==> src/rtl/seq_pattern_sender_pkg.sv <==
// Shared types and helpers for the 1/2/3 run-pattern sender.
// Holds the phase encoding, the symbol constants and the phase-ordering helpers.
package seq_pattern_sender_pkg;

  typedef enum logic [2:0] {
    StIdle = 3'd0,
    StRun1 = 3'd1,
    StRun2 = 3'd2,
    StRun3 = 3'd3,
    StTail = 3'd4
  } state_e;

  localparam logic [1:0] SymNone  = 2'd0;
  localparam logic [1:0] SymOne   = 2'd1;
  localparam logic [1:0] SymTwo   = 2'd2;
  localparam logic [1:0] SymThree = 2'd3;

  // Next phase after cur whose count is nonzero; nz[k-1] flags cntk != 0.
  function automatic state_e next_phase(state_e cur, logic [2:0] nz);
    if (cur == StIdle && nz[0]) return StRun1;
    if ((cur == StIdle || cur == StRun1) && nz[1]) return StRun2;
    if ((cur == StIdle || cur == StRun1 || cur == StRun2) && nz[2]) return StRun3;
    return StTail;
  endfunction

  function automatic logic [1:0] sym_of(state_e st);
    unique case (st)
      StRun1:  return SymOne;
      StRun2:  return SymTwo;
      StRun3:  return SymThree;
      default: return SymNone;
    endcase
  endfunction

endpackage

==> src/rtl/seq_pattern_sender_run_counter.sv <==
// Loadable down-counter timing the length of one run phase.
// last_o flags the final cycle of the phase (count of one remaining).
module seq_pattern_sender_run_counter #(
  parameter int unsigned CW = 4
) (
  input  logic          clk_i,
  input  logic          rst_i,
  input  logic          load_i,
  input  logic [CW-1:0] load_val_i,
  input  logic          dec_i,
  output logic          last_o
);

  logic [CW-1:0] count_q;

  always_ff @(posedge clk_i or posedge rst_i) begin
    if (rst_i) begin
      count_q <= '0;
    end else if (load_i) begin
      count_q <= load_val_i;
    end else if (dec_i && count_q != '0) begin
      count_q <= count_q - CW'(1);
    end
  end

  assign last_o = (count_q == CW'(1));

endmodule

==> src/rtl/seq_pattern_sender.sv <==
// Emits framed symbol patterns: cnt1 x '1', cnt2 x '2', cnt3 x '3', then one '0' tail.
// All outputs are registered; zero-length phases are skipped without bubbles.
module seq_pattern_sender
  import seq_pattern_sender_pkg::*;
#(
  parameter int unsigned CW = 4,
  parameter int unsigned FW = 8
) (
  input  logic          clk_i,
  input  logic          rst_i,
  input  logic          start_i,
  input  logic          abort_i,
  input  logic [CW-1:0] cnt1_i,
  input  logic [CW-1:0] cnt2_i,
  input  logic [CW-1:0] cnt3_i,
  output logic [1:0]    num_o,
  output logic          busy_o,
  output logic          done_o,
  output logic [FW-1:0] frames_o
);

  state_e        state_q, state_d;
  logic [CW-1:0] cnt1_q, cnt2_q, cnt3_q;
  logic [1:0]    num_q;
  logic          busy_q, done_q;
  logic [FW-1:0] frames_q;

  logic          accept;
  logic          load;
  logic [CW-1:0] load_val;
  logic          last;
  logic          in_run;
  logic [2:0]    nz_in, nz_q;

  assign accept = (state_q == StIdle) && start_i;
  assign in_run = (state_q == StRun1) || (state_q == StRun2) || (state_q == StRun3);
  assign nz_in  = {cnt3_i != '0, cnt2_i != '0, cnt1_i != '0};
  assign nz_q   = {cnt3_q != '0, cnt2_q != '0, cnt1_q != '0};

  always_comb begin
    state_d = state_q;
    unique case (state_q)
      StIdle: if (start_i) state_d = next_phase(StIdle, nz_in);
      StRun1, StRun2, StRun3: begin
        if (abort_i) begin
          state_d = StIdle;
        end else if (last) begin
          state_d = next_phase(state_q, nz_q);
        end
      end
      StTail:  state_d = StIdle;
      default: state_d = StIdle;
    endcase
  end

  // Entering a run phase always comes from a different state, so reload on entry.
  always_comb begin
    load_val = '0;
    unique case (state_d)
      StRun1:  load_val = accept ? cnt1_i : cnt1_q;
      StRun2:  load_val = accept ? cnt2_i : cnt2_q;
      StRun3:  load_val = accept ? cnt3_i : cnt3_q;
      default: load_val = '0;
    endcase
    load = (state_d != state_q) &&
           (state_d == StRun1 || state_d == StRun2 || state_d == StRun3);
  end

  seq_pattern_sender_run_counter #(
    .CW (CW)
  ) u_run_counter (
    .clk_i      (clk_i),
    .rst_i      (rst_i),
    .load_i     (load),
    .load_val_i (load_val),
    .dec_i      (in_run),
    .last_o     (last)
  );

  always_ff @(posedge clk_i or posedge rst_i) begin
    if (rst_i) begin
      state_q  <= StIdle;
      cnt1_q   <= '0;
      cnt2_q   <= '0;
      cnt3_q   <= '0;
      num_q    <= SymNone;
      busy_q   <= 1'b0;
      done_q   <= 1'b0;
      frames_q <= '0;
    end else begin
      state_q <= state_d;
      num_q   <= sym_of(state_d);
      busy_q  <= (state_d != StIdle);
      done_q  <= (state_d == StTail);
      if (state_d == StTail) frames_q <= frames_q + FW'(1);
      if (accept) begin
        cnt1_q <= cnt1_i;
        cnt2_q <= cnt2_i;
        cnt3_q <= cnt3_i;
      end
    end
  end

  assign num_o    = num_q;
  assign busy_o   = busy_q;
  assign done_o   = done_q;
  assign frames_o = frames_q;

endmodule

==> config.mk <==
export PLATFORM = sky130hd
export DESIGN_NAME = seq_pattern_sender
export DESIGN_NICKNAME = d
export VERILOG_FILES = /design/src/rtl/seq_pattern_sender_pkg.sv /design/src/rtl/seq_pattern_sender_run_counter.sv /design/src/rtl/seq_pattern_sender.sv
export SDC_FILE = /design/constraint.sdc
export NUM_CORES = 1
export LEC_CHECK = 0
export ABC_AREA = 0
export ABC_CLOCK_PERIOD_IN_PS = 6200
export BUFFER_PORTS_ARGS = -buffer_cell sky130_fd_sc_hd__buf_4
export CAP_MARGIN = 30
export CORE_MARGIN = 2
export CORE_UTILIZATION = 59
export CTS_CLUSTER_DIAMETER = 200
export DETAILED_ROUTE_END_ITERATION = 10
export PLACE_DENSITY = 0.83
export SLEW_MARGIN = 20
export SYNTH_ARGS = -nofsm -noshare
export SYNTH_HDL_FRONTEND = slang
export SYNTH_SLANG_ARGS = --single-unit
==> constraint.sdc <==
create_clock -name clk_i -period 6.2 [get_ports clk_i]
set_input_delay 0.93 -clock clk_i [delete_from_list [all_inputs] [get_ports clk_i]]
set_output_delay 0.93 -clock clk_i [all_outputs]
set_load 0.05 [all_outputs]
==> results.cfg, run 1 <==
[worst_setup_path]
reg2reg_start = u_run_counter.count_q[1]
endpoint_of_the_worst_slack_reg_to_reg_timing_path = u_run_counter.count_q[3]
reg2reg_setup_slack_ps = 3540
worst_setup_path_end_kind = register
critical_path_buf_inv_count = 1
r2r_cells = 8
worstPathArrival_ps = 3020
worst_path_max_delay_cell = or4_1
criticalPathCategory = in2reg
crit_fanout = 6
timing.critical_path.cells = buf_4, or4_1, o211ai_2, o41ai_1, a31oi_2, mux2_2, a211o_1
worst_setup_path_start_kind = input port
critPathMaxStageDelay_ps = 570
cell_class_contributing_the_biggest_share_of_worst_path_delay = compound AO/OA/AOI/OAI gates
worstPathRequired_ps = 6430

[min_path]
min_delay_path_depth = 1
worstHoldStart = frames_o[7]
worst_hold_path_type = reg2reg
min_to = frames_o[7]

[layout]
finish.net_count = 189
finish.instance_area_um2 = 1950
drive_gt1_share_pct = 35.9
areaGrowthSynthToFinish_pct = 19.4
antennaDiodeCount = 0
fillerInstances = 182

[clock_tree]
cts.path.max_buffers = 2
cts-resized-gates = 0
clk_pin_slew_worst_paths_ps = 90
clock_sinks = 31
root_driver = clkbuf_4
cts_tree = yes
post-cts-setup-buffers = 0
cts_buffers = 5
worst_skew_pair.late_latency_ps = 340
cts_hold_buffers = 0
h-tree-depth = 2

[timing]
max_slew.worst_pin.slew_ps = 778
timing.fmax_mhz = 359
finalClockSkew_ps = 6.64
finalWorstPathRequiredPeriod_ps = 2790
setup_viol = 0
post-route-period-util_pct = 44.9
grt_setup_unrepaired = false
hold_viol_final = 0
fin_setup_tns_ps = 0
worst_rel_slew_slack_pct = 47.6
finalMaxSlewViolations = 0
hold-worst-slack_ps = 475

[power_and_ir_drop]
powerDensity_nw_per_um2 = 413
vdd_ir_drop_max_uv = 296
cellLeakagePower_uw = 0.000929

[synth]
main_flop_type_after_synthesis = dfrtp_1
leading_cell_types_by_total_area_after_synthesis = dfrtp_1 48%, mux2_2 10%, xnor2_1 3.8%
avgSynthCellArea_um2 = 11.8
mappedNetlistNets = 157
yosys.cell_count.top_type = dfrtp_1
netlist.area_leader.share_pct = 47.5
main_combinational_cell_family_by_area_after_synthesis = simple AND/OR/NAND/NOR gates
synth.mux.area_fraction_pct = 14.0
netlist_top_cells_count = 31 x dfrtp_1, 15 x mux2_2, 8 x nor2_1
synth_simple_gate_area_share_pct = 14.4
netlist_instances = 138
post_synth_instance_area_um2 = 1630
synthesis.yosys.warnings = 0
synth_cell_type_count = 42
ys_seq_area_share_pct = 47.5
synth_compound_gate_area_share_pct = 13.7
yosys_register_bits = 31
synth_fa_ha_area_share_pct = 2.30
fraction_of_registers_with_async_set_or_reset_after_synthesis_pct = 100
synth_largest_area_cell = dfrtp_1
synth_enable_flop_cells = 0
synth_xor_area_share_pct = 4.83

[flow_run]
drv_cap = 0

[global_routing]
first_global_vias = 1332
grt_first_pass_wirelength_um = 6110
grt_remaining_overflow = 0
antenna_found_initial = 0
grt.total_usage_pct = 25.4
grt_start_max_net_pins = 20

[routing]
detail_route.iter0.violations = 48
detail_route.drc_violations = 0
antenna_left = 0
drtPass1Iterations = 4
detail_route.wirelength_um = 3490
vias = 1228
detail_route.vias_per_cell = 6.11
wl_per_cell_um = 17.4

[placement]
gp_weighted_congestion = 0.892
port_buffers = 27
detailed_place_hpwl_um = 2690
placedInstanceArea_um2 = 1880

[status]
outcome = finished clean

[floorplan]
dieHeight_um = 56.6
initial_utilization_pct = 60.7
die_w_um = 56.6
core_um2 = 2690
floorplan.die_area_um2 = 3200
floorplan.io_pins = 28
rows = 19
-- per-stage QoR --
step                      util, %  total power (uW)  setup WS [ps]  instances
after global placement       69.0               661           3140        192
after floorplan                 -               589           3320        138
after global routing         72.5               857           3220        201
after CTS                    72.1               803           3420        200
after detailed placement     70.0               683           3060        193
final                        72.5               805           3410        201
-- routing by layer --
metal / track usage [%] / up-vias / part of all wire (%)
met5: 0 / - / 0
met4: 13.3 / 0 / 2.3
met3: 5.30 / 10 / 3.6
met2: 44.9 / 29 / 54
met1: 28.4 / 609 / 40
li1: - / 580 / -
-- sequential cells by signal (all words and copies together), names as in the netlist --
| signal | count |
|---|---|
| frames_o | 8 |
| cnt2_q | 4 |
| done_o | 1 |
| num_o | 2 |
| cnt1_q | 4 |
| cnt3_q | 4 |
| busy_o | 1 |
| state_q | 3 |
| u_run_counter.count_q | 4 |
-- report_power, final --
| part | internal, uW | switching, uW | leakage [uW] | total (uW) |
|---|---|---|---|---|
| sequential | 270 | 51.8 | 0.000392 | 322 |
| clock | 52.4 | 68.3 | 0.0000341 | 121 |
| combinational | 167 | 196 | 0.000504 | 362 |
-- how the worst max path moves through the flow --
stage	startpoint	to	slack (ps)	depth (start not counted)
3_3_place_gp	cnt3_i[0]	u_run_counter.count_q[3]	3140	7
4_1_cts	cnt2_i[0]	u_run_counter.count_q[3]	3420	7
3_5_place_dp	cnt2_i[0]	u_run_counter.count_q[3]	3060	7
2_1_floorplan	cnt2_i[0]	u_run_counter.count_q[0]	3320	6
5_1_grt	cnt1_i[0]	u_run_counter.count_q[2]	3220	6
6_report	cnt3_i[0]	u_run_counter.count_q[3]	3410	7
-- final cells by class --
type,count,area [um^2],share of cell area (%)
clock buffers,6,51.3,2.63
clock inverters,1,5.00,0.257
inverters,8,32.5,1.67
multi-input cells,95,803,41.2
flip-flops and latches,31,776,39.8
well taps,31,38.8,1.99
repair buffers,29,241,12.4
-- placed cells by master (no fill, tap or decap), drive strengths merged, types with 2 or more instances in the layout --
master and n:
a211o 2, a211oi 4, a21oi 2, a221o 2
a32o 2, and3 2, and4 2, buf 29
clkbuf 6, dfrtp 31, ha 3, inv 8
mux2 15, mux2i 6, nand2 3, nand3 2
nand4 2, nor2 8, nor2b 3, nor3 2
nor4 4, o21ai 3, o21bai 2, o41ai 2
or3 3, or4 3, xnor2 7, xor2 2
-- kinds of logic (layout without fill, tap and decap cells) --
family | Yosys count | in the layout
XOR/XNOR | 9 | 9
AND/OR/NAND/NOR | 37 | 37
adder cells (fa/ha/maj) | 3 | 3
AO/OA/AOI/OAI | 25 | 25
flip-flops | 31 | 31
multiplexers | 21 | 21
buffers and inverters | 12 | 44
(Power assumes the default switching activity.)
==> run 2: changes to the inputs <==
--- a/config.mk
+++ b/config.mk
@@ -6,14 +6,14 @@
 export NUM_CORES = 1
 export LEC_CHECK = 0
 export ABC_AREA = 0
-export ABC_CLOCK_PERIOD_IN_PS = 6200
+export ABC_CLOCK_PERIOD_IN_PS = 2700
 export BUFFER_PORTS_ARGS = -buffer_cell sky130_fd_sc_hd__buf_4
 export CAP_MARGIN = 30
 export CORE_MARGIN = 2
-export CORE_UTILIZATION = 59
+export CORE_UTILIZATION = 55
 export CTS_CLUSTER_DIAMETER = 200
 export DETAILED_ROUTE_END_ITERATION = 10
-export PLACE_DENSITY = 0.83
+export PLACE_DENSITY = 0.78
 export SLEW_MARGIN = 20
 export SYNTH_ARGS = -nofsm -noshare
 export SYNTH_HDL_FRONTEND = slang
==> constraint.sdc (replaced) <==
create_clock -name clk_i -period 2.7 [get_ports clk_i]
set_input_delay 0.405 -clock clk_i [delete_from_list [all_inputs] [get_ports clk_i]]
set_output_delay 0.405 -clock clk_i [all_outputs]
set_load 0.05 [all_outputs]
==> results.cfg, run 2 (same netlist as run 1, synthesis figures left out) <==
[layout]
layout.area.seq_um2 = 776
finish.net_count = 194
most_common_cell_after_layout_fill_and_taps_aside = buf_4
fillerInstances = 216
combined_area_of_the_multi_input_logic_cells_um2 = 803
antennaDiodeCount = 0
drive_gt1_share_pct = 37.5
areaGrowthSynthToFinish_pct = 20.1
final_cell_mix = 34 x buf_4, 31 x dfrtp_1, 15 x mux2_2
largest_reg_flops = 8

[power_and_ir_drop]
cellLeakagePower_uw = 0.000939
p_comb_share_pct = 45.8
p_int_uw = 1110
powerDensity_nw_per_um2 = 933
total_switching_power_uw = 716
part_of_the_power_in_the_clock_network_pct = 14.1
swShare_pct = 39.2
seq_power_share_pct = 40.1
vdd_ir_drop_max_uv = 672

[timing]
timing.fmax_mhz = 400
grt_setup_unrepaired = false
fin_setup_tns_ps = 0
setup_viol = 0
finalClockSkew_ps = 12.6
worst_rel_slew_slack_pct = 65.7
finalMaxSlewViolations = 0
hold_viol_final = 0
hold-worst-slack_ps = 143
finalWorstPathRequiredPeriod_ps = 2500
max_slew.worst_pin.slew_ps = 513
post-route-period-util_pct = 92.7

[min_path]
worst_hold_path_type = in2async

[floorplan]
core_um2 = 2780
die_w_um = 58.5
dieHeight_um = 58.5
initial_utilization_pct = 58.7
floorplan.io_pins = 28
rows = 19
floorplan.die_area_um2 = 3420

[clock_tree]
cts-resized-gates = 0
clk_pin_slew_worst_paths_ps = 90
post-cts-setup-buffers = 0
cts_hold_buffers = 0
cts_tree = yes
clock_sinks = 31
cts.path.max_buffers = 2
root_driver = clkbuf_4
cts_buffers = 5
h-tree-depth = 2
worst_skew_pair.late_latency_ps = 330

[global_routing]
grt_start_max_net_pins = 32
first_global_vias = 1256
grt_remaining_overflow = 0
grt_first_pass_wirelength_um = 5850
grt.total_usage_pct = 23.5
antenna_found_initial = 0

[routing]
met2_length_um = 1790
dr_wl_met3_um = 168
antenna_left = 0
detail_route.wirelength_um = 3390
wl_per_cell_um = 16.4
met1Wirelength_um = 1390
detail_route.iter0.violations = 48
route.top_layer_used = met4
detail_route.vias_per_cell = 6.06
drtPass1Iterations = 4
vias = 1254
detail_route.drc_violations = 0

[placement]
port_buffers = 27
gp_weighted_congestion = 0.879
detailed_place_hpwl_um = 2620

[worst_setup_path]
worst_path_max_delay_cell = or4_4
worst_setup_path_start_kind = register
worstPathArrival_ps = 2700
timing.critical_path.cells = inv_1, ha_1, or3b_1, or4_4, o21ai_4, buf_4, nor2_1, a211oi_1, a221oi_1
crit_fanout = 5
criticalPathCategory = reg2reg
worst_setup_path_end_kind = register
critPathMaxStageDelay_ps = 520
worstPathRequired_ps = 2890

[status]
outcome = finished clean

[flow_run]
drv_cap = 0
-- run 2: layout make-up --
cell class,instances,share of cell area [%]
flip-flops and latches,31,39.6
clock inverters,2,0.639
well taps,31,1.98
multi-input cells,95,41.0
inverters,8,1.66
clock buffers,6,2.11
repair buffers,34,13.0
-- run 2: final timing paths --
kind / slack, ps / cells past startpoint / end / start
worst max-delay path: 200 / 9 / u_run_counter.count_q[2] / u_run_counter.count_q[1]
worst min-delay path: 140 / 3 / done_o / rst_i
worst max register to register: 200 / 9 / u_run_counter.count_q[2] / u_run_counter.count_q[1]
worst min register to register: 480 / 1 / frames_o[7] / frames_o[7]
max in group asynchronous: 2260 / 3 / cnt2_q[2] / rst_i
min in group clk_i: 330 / 2 / cnt1_q[3] / cnt1_i[3]
-- run 2: routing by layer --
layer  vias up  track usage (%)
met5         -                0
met4         0             6.64
met3         6             7.25
met2        33             40.9
met1       622             27.9
li1        593                -
-- run 2: stage by stage --
step	area, um^2	worst slack, ps	std cells	power [uW]	util [%]
4_1_cts	1960	205	207	1840	70.4
5_1_grt	1960	17.6	207	1970	70.4
2_1_floorplan	1630	278	138	1350	-
3_5_place_dp	1910	177	199	1580	68.5
3_3_place_gp	1910	272	199	1550	68.5
6_report	1960	198	207	1830	70.4
-- run 2: critical path, delay by kind of cell, from the launching register on --
family / cells / cell delay [ps]
AO/OA/AOI/OAI: 3 / 620
flip-flops: 1 / 380
AND/OR/NAND/NOR: 3 / 950
buffers and inverters: 2 / 280
adder cells (fa/ha/maj): 1 / 130
-- run 2: power by group through the flow --
stage | sequential [uW] | combinational, uW | clock [uW]
final | 734 | 837 | 257
after detailed placement | 744 | 840 | 0
after global placement | 733 | 817 | 0
after CTS | 733 | 844 | 267
after floorplan | 769 | 584 | 0
after global routing | 756 | 926 | 286
